<file path="src/rtl/bcd_pkg.sv">
// Shared constants for the BCD up/down counter.
// BCD_SEG7_EN adds the seven-segment decode helper.
package bcd_pkg;

    localparam logic [3:0] BCD_MAX = 4'd9;
    localparam logic [3:0] BCD_MIN = 4'd0;
    localparam logic       DIR_UP  = 1'b1;
    localparam logic       DIR_DN  = 1'b0;

`ifdef BCD_SEG7_EN
    localparam logic [6:0] SEG_ZERO = 7'b1000000;

    // Active-low {g,f,e,d,c,b,a}; non-BCD codes blank the digit.
    function automatic logic [6:0] seg7_decode(input logic [3:0] d);
        logic [6:0] s;
        case (d)
            4'd0:    s = 7'b1000000;
            4'd1:    s = 7'b1111001;
            4'd2:    s = 7'b0100100;
            4'd3:    s = 7'b0110000;
            4'd4:    s = 7'b0011001;
            4'd5:    s = 7'b0010010;
            4'd6:    s = 7'b0000010;
            4'd7:    s = 7'b1111000;
            4'd8:    s = 7'b0000000;
            4'd9:    s = 7'b0010000;
            default: s = 7'b1111111;
        endcase
        return s;
    endfunction
`endif

endpackage

</file>
<file path="src/rtl/bcd_digit.sv">
// One BCD digit: load (non-BCD loads as 0) has priority over a step up or down.
module bcd_digit
    import bcd_pkg::*;
(
    input  logic       clk,
    input  logic       rst,
    input  logic       step,
    input  logic       up_dn,
    input  logic       ld,
    input  logic [3:0] ld_val,
    output logic [3:0] q,
    output logic       carry_out,
    output logic       borrow_out
);

    logic [3:0] q_q;
    logic [3:0] q_d;

    always_comb begin
        q_d = q_q;
        if (ld) begin
            q_d = (ld_val > BCD_MAX) ? BCD_MIN : ld_val;
        end else if (step) begin
            if (up_dn == DIR_UP) begin
                q_d = (q_q == BCD_MAX) ? BCD_MIN : q_q + 4'd1;
            end else begin
                q_d = (q_q == BCD_MIN) ? BCD_MAX : q_q - 4'd1;
            end
        end
    end

    always_ff @(posedge clk or posedge rst) begin
        if (rst) begin
            q_q <= BCD_MIN;
        end else begin
            q_q <= q_d;
        end
    end

    assign q          = q_q;
    assign carry_out  = (q_q == BCD_MAX) && (up_dn == DIR_UP);
    assign borrow_out = (q_q == BCD_MIN) && (up_dn == DIR_DN);

endmodule

</file>
<file path="src/rtl/bcd_updown_counter.sv">
// Multi-digit BCD up/down counter advanced by rising edges of the divider output.
// BCD_SEG7_EN adds a registered active-low seven-segment output per digit.
module bcd_updown_counter
    import bcd_pkg::*;
#(
    parameter int unsigned DIGITS = 4
) (
    input  logic                  clk,
    input  logic                  rst,
    input  logic                  clk_div,
    input  logic                  en,
    input  logic                  up_dn,
    input  logic                  load,
    input  logic [4*DIGITS-1:0]   load_val,
    output logic [4*DIGITS-1:0]   count,
    output logic                  tc,
    output logic                  wrap
`ifdef BCD_SEG7_EN
    ,
    output logic [7*DIGITS-1:0]   seg
`endif
);

    localparam int unsigned CW = 4 * DIGITS;

    logic              clk_div_q;
    logic              tick;
    logic              wrap_q;
    logic              wrap_d;
    logic [DIGITS-1:0] step;
    logic [DIGITS-1:0] carry;
    logic [DIGITS-1:0] borrow;
    logic [CW-1:0]     count_w;

    // Reset high so a divider already high at reset release yields no tick.
    always_ff @(posedge clk or posedge rst) begin
        if (rst) begin
            clk_div_q <= 1'b1;
        end else begin
            clk_div_q <= clk_div;
        end
    end

    assign tick    = clk_div & ~clk_div_q;
    assign step[0] = tick & en;

    for (genvar i = 0; i < int'(DIGITS); i++) begin : g_digit
        if (i > 0) begin : g_ripple
            assign step[i] = step[i-1] & (carry[i-1] | borrow[i-1]);
        end
        bcd_digit u_digit (
            .clk        (clk),
            .rst        (rst),
            .step       (step[i]),
            .up_dn      (up_dn),
            .ld         (load),
            .ld_val     (load_val[4*i +: 4]),
            .q          (count_w[4*i +: 4]),
            .carry_out  (carry[i]),
            .borrow_out (borrow[i])
        );
    end

    // Wrap is the MSD carry/borrow actually taken; a load suppresses it.
    always_comb begin
        wrap_d = 1'b0;
        if (!load) begin
            wrap_d = step[DIGITS-1] & (carry[DIGITS-1] | borrow[DIGITS-1]);
        end
    end

    always_ff @(posedge clk or posedge rst) begin
        if (rst) begin
            wrap_q <= 1'b0;
        end else begin
            wrap_q <= wrap_d;
        end
    end

    assign count = count_w;
    assign wrap  = wrap_q;
    assign tc    = (&carry) | (&borrow);

`ifdef BCD_SEG7_EN
    logic [7*DIGITS-1:0] seg_q;
    logic [7*DIGITS-1:0] seg_d;

    always_comb begin
        seg_d = '0;
        for (int unsigned i = 0; i < DIGITS; i++) begin
            seg_d[7*i +: 7] = seg7_decode(count_w[4*i +: 4]);
        end
    end

    always_ff @(posedge clk or posedge rst) begin
        if (rst) begin
            seg_q <= {DIGITS{SEG_ZERO}};
        end else begin
            seg_q <= seg_d;
        end
    end

    assign seg = seg_q;
`endif

endmodule

</file>
<file path="config.mk">
export PLATFORM = sky130hd
export DESIGN_NAME = bcd_updown_counter
export DESIGN_NICKNAME = d
export VERILOG_FILES = /design/src/rtl/bcd_pkg.sv /design/src/rtl/bcd_digit.sv /design/src/rtl/bcd_updown_counter.sv
export SDC_FILE = /design/constraint.sdc
export NUM_CORES = 1
export LEC_CHECK = 0
export ABC_AREA = 1
export CAP_MARGIN = 20
export CORE_ASPECT_RATIO = 1.2
export CORE_MARGIN = 1.5
export CORE_UTILIZATION = 54
export CTS_CLUSTER_DIAMETER = 30
export DETAILED_ROUTE_END_ITERATION = 7
export GPL_TIMING_DRIVEN = 0
export PLACE_DENSITY = 0.86
export SYNTH_ARGS = -nofsm -noshare
export SYNTH_HDL_FRONTEND = slang
export SYNTH_SLANG_ARGS = --single-unit
</file>
<file path="constraint.sdc">
create_clock -name clk -period 3.1 [get_ports clk]
set_input_delay 0.465 -clock clk [delete_from_list [all_inputs] [get_ports clk]]
set_output_delay 0.465 -clock clk [all_outputs]
set_load 0.03 [all_outputs]
</file>
==> impl_metrics.toml, run 1 <==
[outcome]
status = "finished clean"

[synthesis]
synth-warning-count = 0
synth_commonest_cells = "93 x nand2_1, 40 x nand3_1, 23 x inv_1"
synthesis.area_um2 = 1660
seq_area_frac_synth_pct = 27.2
synth_flop_cell = "dfrtp_1"
synth-seq-cells = 18
yosys.area.top_type = "dfrtp_1"
yosysUniqueCellTypes = 29
async_reset_ff_share_pct = 100
yosysTopAreaCellShare_pct = 25.6
synth.most_common_cell = "nand2_1"
avgSynthCellArea_um2 = 6.13
synth_edf_count = 0
syn_nets = 293
syn_inst = 271
ys_top_cells_by_area = "dfrtp_1 26%, nand2_1 21%, nand3_1 12%"

[sta]
worst_pin_slew_ps = 725
setup_viol = 0
hold_viol_final = 0
fin_setup_tns_ps = 0
rsz0062_at_grt = "no"
finalClockSkew_ps = 5.18
relSlewSlack_pct = 51.6
fmax_ghz = 0.358
slew_viol_final = 0
fin_crit_sh_pct = 90.0
post-route-min-period_ps = 2790

[power_and_ir_drop]
irDropWorstVdd_mv = 0.317
p_comb_share_pct = 49.2
internal-power_w = 0.000490
power_frac_clock_pct = 14.6
p_leak_nw = 1.05
swShare_pct = 45.2
power_density_nw_per_um2 = 424
pwr-share-seq_pct = 36.2
power.switching_w = 0.000405

[finish]
drive_gt1_share_pct = 11.2
area_delta_synth_final_pct = 27.0
nets = 336
nFillCells = 249
insertedDiodeCount = 0
stdcell_area_um2 = 2110

[floorplanning]
initial_core_util_pct = 58.0
die_h_um = 63.8
core_area_um2 = 2860
rows = 21
die_w_um = 53.6
dieArea_um2 = 3420
num_io_pins = 40

[routing]
drtIter0Drc = 86
wire_per_inst_um = 11.5
via_per_inst = 5.37
drt-pass1-iter-count = 5
detail-route-antenna-nets = 0
routed_wl_mm = 4.00
drcViolationCount = 0
num_vias = 1865

[critical_path]
required_ps = 2630
r2r_slack_ps = 1680
crit_type = "register to output pin"
crit_buf_inv = 1
crit_family = "buffers and inverters"
cpPeakStageDelay_ps = 720
crit_chain = "nor2_2, nand2_1, or2_1, o31ai_1, clkdlybuf4s50_1"
slowest_stage = "clkdlybuf4s50_1"
path_max_fanout = 8
worstSetupStartpointType = "register"
crit_arrival_ps = 2330
endpoint_kind = "output pin"

[clocking]
cts_buffer_depth = 2
clkSinkCount = 18
h-tree-depth = 1
clk_pin_slew_ps = 110
cts_setup_buffers = 0
numCtsBuffers = 3
cts_root_buf = "clkbuf_4"
cts_tree = "yes"
ctsResizeCount = 0
clk_latency_ps = 300
cts_hold_buffers = 0

[global_route]
grt_first_pass_wirelength_mm = 7.07
grt_pass1_vias = 1666
grt-ovfl-total = 0
grt_use_total_pct = 27.0
antenna_found_initial = 0
grt_max_degree = 19

[worst_hold_path]
hold_class = "input pin to async pin"

[placed_design]
place_congestion = 0.875
placed_cell_area_um2 = 2080
io_buffers = 38
dp_hpwl_mm = 3.06

[flow_run]
cap_violations = 0
-- registers in the layout, indices dropped and copies added (netlist names) --
register / flops
g_digit.u_digit.q: 16
wrap: 1
clk_div_q: 1
-- power by group through the flow --
stage	Combinational, W	Clock (W)	Sequential (W)
5_1_grt	0.000496	0.000142	0.000330
2_1_floorplan	0.000241	0	0.000380
3_3_place_gp	0.000433	0	0.000327
6_report	0.000440	0.000131	0.000324
4_1_cts	0.000441	0.000133	0.000322
3_5_place_dp	0.000440	0	0.000327
-- metrics by stage --
step	instances	hold slack, ps	total power (W)	setup slack [ps]	util, %
3_3_place_gp	343	563	0.000760	553	72.8
3_5_place_dp	343	560	0.000766	548	72.8
4_1_cts	347	583	0.000896	312	73.7
2_1_floorplan	271	403	0.000621	754	-
6_report	347	564	0.000895	308	73.7
5_1_grt	347	592	0.000968	210	73.7
-- worst paths after layout --
path,depth (start not counted),start,end
hold reg to reg,2,g_digit[1].u_digit.q[1]$_DFFE_PP0P_,g_digit[1].u_digit.q[1]$_DFFE_PP0P_
setup / recovery,5,g_digit[3].u_digit.q[0]$_DFFE_PP0P_,tc
min in group clk,1,clk_div,clk_div_q$_DFF_PP1_
hold / removal,2,rst,g_digit[0].u_digit.q[0]$_DFFE_PP0P_
setup reg to reg,7,g_digit[1].u_digit.q[2]$_DFFE_PP0P_,g_digit[3].u_digit.q[0]$_DFFE_PP0P_
max in group asynchronous,2,rst,g_digit[2].u_digit.q[0]$_DFFE_PP0P_
-- placed cells by master (no fill, tap or decap), types with 4 or more instances in the layout --
master / count
a21oi_1: 9
buf_2: 5
clkdlybuf4s50_1: 38
dfrtp_1: 17
inv_1: 23
inv_2: 6
nand2_1: 93
nand3_1: 40
nand3_2: 4
nand4_1: 5
nor2_1: 20
nor2_2: 4
o21ai_0: 18
-- cell families after synthesis --
kind of cell | after synthesis | share of synthesized area [%]
AO/OA/AOI/OAI | 36 | 11.6
buffers and inverters | 37 | 8.96
flip-flops | 18 | 27.2
AND/OR/NAND/NOR | 180 | 52.3
-- area by class of cell --
type / instances / area (µm²) / area share [%]
Timing Repair Buffer: 38 / 380 / 18.0
Clock buffer: 4 / 26.3 / 1.24
Buffer: 8 / 40.0 / 1.90
Multi-Input combinational cell: 216 / 1060 / 50.3
Tap cell: 34 / 42.5 / 2.02
Sequential cell: 18 / 452 / 21.4
Inverter: 29 / 109 / 5.16
-- per-layer routing --
layer | track usage, % | wire length, µm | vias to the layer above
met3 | 3.04 | 184 | 5
met5 | 0 | 0 | -
met2 | 46.1 | 1970 | 61
met4 | 7.69 | 40 | 0
met1 | 35.0 | 1810 | 825
li1 | - | - | 974
Note: power is estimated with default switching activity, not from simulation.
==> inputs of run 2 (changes only) <==
--- a/config.mk
+++ b/config.mk
@@ -12,6 +12,7 @@
 export CORE_UTILIZATION = 54
 export CTS_CLUSTER_DIAMETER = 30
 export DETAILED_ROUTE_END_ITERATION = 7
+export GPL_ROUTABILITY_DRIVEN = 0
 export GPL_TIMING_DRIVEN = 0
 export PLACE_DENSITY = 0.86
 export SYNTH_ARGS = -nofsm -noshare
==> results of run 2 <==
Same layout as run 1: the final DEF is identical, and so are final timing and power.
